`config.mk`:
```
export PLATFORM = sky130hd
export DESIGN_NAME = booth_seq_multiplier
export DESIGN_NICKNAME = d
export VERILOG_FILES = /design/src/rtl/mult_pkg.sv /design/src/rtl/booth_r4_encoder.sv /design/src/rtl/prefix_tree_adder.sv /design/src/rtl/booth_seq_multiplier.sv
export SDC_FILE = /design/constraint.sdc
export NUM_CORES = 1
export LEC_CHECK = 0
export CELL_PAD_IN_SITES_DETAIL_PLACEMENT = 0
export CELL_PAD_IN_SITES_GLOBAL_PLACEMENT = 1
export CORE_ASPECT_RATIO = 1.4
export CORE_UTILIZATION = 25
export DETAILED_ROUTE_END_ITERATION = 12
export PLACE_DENSITY_LB_ADDON = 0.2
export REMOVE_ABC_BUFFERS = 1
export SYNTH_ARGS = -nofsm -noshare
export SYNTH_HDL_FRONTEND = slang
export SYNTH_SLANG_ARGS = --single-unit
```
`constraint.sdc`:
```
create_clock -name clk -period 5.55 [get_ports clk]
set_clock_uncertainty 0.05 [all_clocks]
set_input_delay 0.8325 -clock clk [delete_from_list [all_inputs] [get_ports clk]]
set_output_delay 0.8325 -clock clk [all_outputs]
set_load 0.1 [all_outputs]
```
`src/rtl/mult_pkg.sv`:
```
// Shared types and helpers for the sequential radix-4 Booth multiplier.
package mult_pkg;

  typedef enum logic [1:0] {
    IDLE,
    BUSY,
    DONE
  } state_e;

  typedef enum logic [2:0] {
    ZERO,
    POS1,
    POS2,
    NEG1,
    NEG2
  } booth_sel_e;

  // Number of radix-4 digits needed to cover a WIDTH-bit operand plus extension.
  function automatic int unsigned booth_steps(input int unsigned width);
    return (width + 2) / 2;
  endfunction

endpackage

```
`src/rtl/booth_r4_encoder.sv`:
```
// Radix-4 Booth recoding of one 3-bit multiplier window into a digit select.
import mult_pkg::*;

module booth_r4_encoder (
  input  logic [2:0] win,
  output booth_sel_e sel_c
);

  always_comb begin
    sel_c = ZERO;
    unique case (win)
      3'b001, 3'b010: sel_c = POS1;
      3'b011:         sel_c = POS2;
      3'b100:         sel_c = NEG2;
      3'b101, 3'b110: sel_c = NEG1;
      default:        sel_c = ZERO;
    endcase
  end

endmodule

```
`src/rtl/prefix_tree_adder.sv`:
```
// Kogge-Stone style parallel-prefix adder with carry-in; carry-out is dropped.
module prefix_tree_adder #(
  parameter int unsigned W = 18
) (
  input  logic [W-1:0] a,
  input  logic [W-1:0] b,
  input  logic         cin,
  output logic [W-1:0] sum_c
);

  // Only carries into bits 1..W-1 are needed, so the tree spans W-1 bits.
  localparam int unsigned CW = W - 1;

  logic [W-1:0]  hs;
  logic [CW-1:0] g;
  logic [CW-1:0] p;

  assign hs = a ^ b;

  // Descending inner loop lets g/p be updated in place: g[i-d] is still the previous level.
  always_comb begin
    g    = a[CW-1:0] & b[CW-1:0];
    p    = hs[CW-1:0];
    g[0] = g[0] | (p[0] & cin);
    for (int d = 1; d < int'(CW); d = d * 2) begin
      for (int i = int'(CW) - 1; i >= d; i--) begin
        g[i] = g[i] | (p[i] & g[i-d]);
        p[i] = p[i] & p[i-d];
      end
    end
  end

  assign sum_c = hs ^ {g, cin};

endmodule

```
`src/rtl/booth_seq_multiplier.sv`:
```
// Multi-cycle radix-4 Booth multiplier, one partial product per clock,
// valid/ready handshakes on operand and result sides.
import mult_pkg::*;

module booth_seq_multiplier #(
  parameter int unsigned WIDTH = 8
) (
  input  logic               clk,
  input  logic               rst_n,
  input  logic               in_valid,
  output logic               in_ready,
  input  logic [WIDTH-1:0]   in_a,
  input  logic [WIDTH-1:0]   in_b,
  input  logic               in_signed,
  output logic               out_valid,
  input  logic               out_ready,
  output logic [2*WIDTH-1:0] out_res,
  output logic               busy
);

  localparam int unsigned AW = 2 * WIDTH + 2;
  localparam int unsigned BW = WIDTH + 3;
  localparam int unsigned N  = booth_steps(WIDTH);
  localparam int unsigned CW = (N > 1) ? $clog2(N) : 1;

  if ((WIDTH < 4) || ((WIDTH % 2) != 0)) begin : g_bad_width
    $error("booth_seq_multiplier: WIDTH must be even and >= 4");
  end

  state_e      state, state_d;
  logic [AW-1:0] a_sh;
  logic [BW-1:0] b_sh;
  logic [AW-1:0] acc;
  logic [CW-1:0] cnt;
  logic          load, step, fin;
  booth_sel_e    sel_c;
  logic [AW-1:0] pp_c;
  logic          neg_c;
  logic [AW-1:0] sum_c;
  logic          a_ext, b_ext;

  assign a_ext = in_signed & in_a[WIDTH-1];
  assign b_ext = in_signed & in_b[WIDTH-1];

  // Current digit window sits at the bottom of the right-shifting multiplier register.
  booth_r4_encoder u_enc (
    .win  (b_sh[2:0]),
    .sel_c(sel_c)
  );

  // Multiplicand register is pre-shifted by 2i, so the digit only picks a multiple.
  always_comb begin
    pp_c  = '0;
    neg_c = 1'b0;
    unique case (sel_c)
      POS1: pp_c = a_sh;
      POS2: pp_c = AW'(a_sh << 1);
      NEG1: begin
        pp_c  = ~a_sh;
        neg_c = 1'b1;
      end
      NEG2: begin
        pp_c  = ~(AW'(a_sh << 1));
        neg_c = 1'b1;
      end
      default: pp_c = '0;
    endcase
  end

  prefix_tree_adder #(.W(AW)) u_add (
    .a    (acc),
    .b    (pp_c),
    .cin  (neg_c),
    .sum_c(sum_c)
  );

  // Control: next state and datapath enables.
  always_comb begin
    state_d = state;
    load    = 1'b0;
    step    = 1'b0;
    fin     = 1'b0;
    unique case (state)
      IDLE: begin
        if (in_valid && in_ready) begin
          load    = 1'b1;
          state_d = BUSY;
        end
      end
      BUSY: begin
        step = 1'b1;
        if (cnt == CW'(N - 1)) begin
          fin     = 1'b1;
          state_d = DONE;
        end
      end
      DONE: begin
        if (out_ready) state_d = IDLE;
      end
      default: state_d = IDLE;
    endcase
  end

  // State and handshake flags, decoded from the next state so they track it exactly.
  always_ff @(posedge clk or negedge rst_n) begin
    if (!rst_n) begin
      state     <= IDLE;
      in_ready  <= 1'b1;
      busy      <= 1'b0;
      out_valid <= 1'b0;
    end else begin
      state     <= state_d;
      in_ready  <= (state_d == IDLE);
      busy      <= (state_d == BUSY);
      out_valid <= (state_d == DONE);
    end
  end

  // Operand, accumulator and digit counter registers.
  always_ff @(posedge clk or negedge rst_n) begin
    if (!rst_n) begin
      a_sh <= '0;
      b_sh <= '0;
      acc  <= '0;
      cnt  <= '0;
    end else if (load) begin
      a_sh <= {{(AW - WIDTH){a_ext}}, in_a};
      b_sh <= {{2{b_ext}}, in_b, 1'b0};
      acc  <= '0;
      cnt  <= '0;
    end else if (step) begin
      acc  <= sum_c;
      a_sh <= AW'(a_sh << 2);
      b_sh <= BW'(b_sh >> 2);
      cnt  <= cnt + CW'(1);
    end
  end

  // Result register holds its value after handoff.
  always_ff @(posedge clk or negedge rst_n) begin
    if (!rst_n) begin
      out_res <= '0;
    end else if (fin) begin
      out_res <= sum_c[2*WIDTH-1:0];
    end
  end

endmodule

```
==> flow_metrics.py <==
metrics = {
    "run_status": {
        "status": "complete, no violations",
    },
    "global_routing": {
        "grt_overflow": 0,
        "use_met3_pct": 2.40,
        "grt-busiest-layer": "met2",
        "grt_start_max_net_pins": 40,
        "grt_use_met2_pct": 24.9,
        "track_usage_pct": 14.0,
        "antenna_found_initial": 0,
        "grt_pass1_wl_mm": 16.9,
        "grt_pass1_vias": 3210,
        "grtUsageMet1_pct": 16.2,
    },
    "detailed_routing": {
        "drt-initial-drc-count": 149,
        "wirelength_mm": 10.6,
        "num_vias": 3300,
        "ant_nets": 0,
        "dr.pass1.iters": 6,
        "drc": 0,
        "wl_per_cell_um": 16.2,
        "via_per_inst": 5.07,
    },
    "worst_hold_path": {
        "hp-class": "reg2reg",
        "whs_path_depth": 2,
    },
    "clocking": {
        "cts_tree": "yes",
        "clk_latency_ps": 340,
        "postCtsHoldBufs": 0,
        "numCtsBuffers": 9,
        "cts-root-buf": "clkbuf_16",
        "ctsResizeCount": 0,
        "cts.sinks": 66,
        "post_cts_buffers": 0,
        "clockBufferDepth": 2,
        "clk_pin_slew_worst_paths_ps": 60,
        "h-tree-depth": 3,
    },
    "synthesis": {
        "synth-xor-area-share_pct": 5.21,
        "ys_top_cells_by_count": "dfrtp_1 (65), nand2_1 (57), o21ai_0 (38)",
        "syn_avg_cell_area_um2": 9.07,
        "yosysMostFrequentCell": "dfrtp_1",
        "synth_top_family_by_area": "compound AO/OA/AOI/OAI gates",
        "synth_area_leaders": "dfrtp_1 (42%), nand2_1 (5.5%), ha_1 (5.2%), o21ai_0 (4.9%), xor2_1 (4.1%)",
        "yosys.area_share.simple_pct": 15.5,
        "yosysTopAreaCell": "dfrtp_1",
        "synthesis.area_um2": 3860,
        "synth_top_area_share_pct": 42.1,
        "ys.warnings.count": 0,
        "postSynth.asyncResetShare_pct": 100,
        "ys_ff_latch": 66,
        "seq_area_frac_synth_pct": 42.8,
        "synth_cell_types": 49,
        "netlist_instances": 426,
        "synthMuxAreaShare_pct": 1.13,
        "synthAdderAreaFrac_pct": 6.22,
        "synthFlopType": "dfrtp_1",
        "synth_compound_area_share_pct": 24.3,
        "synth-edff-count": 0,
    },
    "timing": {
        "fin_ws_ps": 1640,
        "worst_slew_pin_slew_ps": 1030,
        "finalWorstPathRequiredPeriod_ps": 3910,
        "hold_viol": 0,
        "relSlewSlack_pct": 30.8,
        "rsz0062_at_grt": "no",
        "maxSlewViolCount": 0,
        "timing.final.crit_share_pct": 70.4,
        "tns_ps": 0,
        "finalSetupViolations": 0,
        "max_freq_mhz": 256,
    },
    "critical_path": {
        "cp_data_arrival_time_ps": 4080,
        "path_cells": "and3b_1 -> a22oi_1 -> o21ai_0 -> fa_1 -> a21o_1 -> a311o_1 -> and3_1 -> or3_1 -> a32o_1",
        "slowest_stage": "dfrtp_1",
        "worstPathRequired_ps": 5730,
        "path_class": "reg2reg",
        "start_kind": "flop",
        "crit_fanout": 24,
        "critPathMaxStageDelay_ps": 950,
        "critPathCaptureType": "flop",
        "r2r_cells": 9,
    },
    "placed_design": {
        "dp_hpwl_mm": 7.56,
        "post_dp_cell_area_um2": 4440,
        "port_buffers": 39,
        "dp_slack_ps": 1640,
        "place_congestion": 0.743,
    },
    "finish": {
        "diodes": 0,
        "drive_gt1_share_pct": 7.84,
        "syn_to_final_growth_pct": 22.5,
        "final_nets": 493,
        "fin_area_um2": 4730,
    },
    "die": {
        "start_util_pct": 25.7,
        "die_h_um": 149,
        "coreArea_um2": 15100,
        "rows": 53,
        "dieArea_um2": 16000,
        "io_pins": 40,
        "die_width_um": 107,
    },
    "flow_run": {
        "max_cap_viol_count": 0,
    },
}
==> registers in the layout, indices dropped and copies added (netlist names) <==
name / cells
a_sh: 16
acc: 16
out_res: 16
b_sh: 10
cnt: 3
state: 2
busy: 1
in_ready: 1
out_valid: 1
==> worst paths after layout <==
path                         endpoint  slack, ps        from
max reg2reg                   acc[12]       1640     b_sh[2]
max in group asynchronous    in_ready       4000       rst_n
min                        out_res[2]        430  out_res[2]
min in group asynchronous     b_sh[6]        470       rst_n
max                           acc[12]       1640     b_sh[2]
min reg2reg                out_res[2]        430  out_res[2]
==> worst max-delay path, delay by kind of cell, from the launching register on <==
family                     cells  cell delay [ps]
DFF                            1              950
and+or+nand+nor                3              980
adders and majority gates      1              470
AOI/OAI and AO/OA              5             1330
==> stage by stage <==
stage | hold WS, ps | util, % | std cells
2_1_floorplan | 405 | - | 398
3_3_place_gp | 413 | 29.5 | 635
3_5_place_dp | 425 | 29.5 | 635
4_1_cts | 438 | 31.4 | 651
5_1_grt | 459 | 31.4 | 651
6_report | 429 | 31.4 | 651
==> per-layer routing <==
metal,part of all wire [%],vias to the layer above
li1,-,1625
met5,0,-
met3,2.8,17
met1,44,1602
met4,2.2,0
met2,51,56
==> area by class of cell <==
type | count | area (µm²)
sequential | 66 | 1650
tap | 192 | 240
multi-input combinational | 311 | 2030
clock buffer | 10 | 229
inverter | 21 | 78.8
timing repair buffer | 45 | 430
fill | 1560 | 10300
clock inverter | 6 | 67.6
==> kinds of logic after synthesis <==
kind of cell    after synthesis
xor+xnor                     23
fa+ha+maj                    18
buf+inv                      49
compound gates              139
mux                           4
simple gates                127
flops                        66
==> cell usage in the layout, fill, tap and decap left out, types with 14 or more instances in the layout <==
cell type	instances
a21oi_1	26
a22oi_1	14
clkdlybuf4s50_1	38
dfrtp_1	65
ha_1	16
inv_1	21
nand2_1	57
nand3_1	21
o21ai_0	38
xor2_1	18
Power is left out: the tool's default activity adds up to more than one toggle a clock period on the data nets, which glitch-free logic cannot reach.
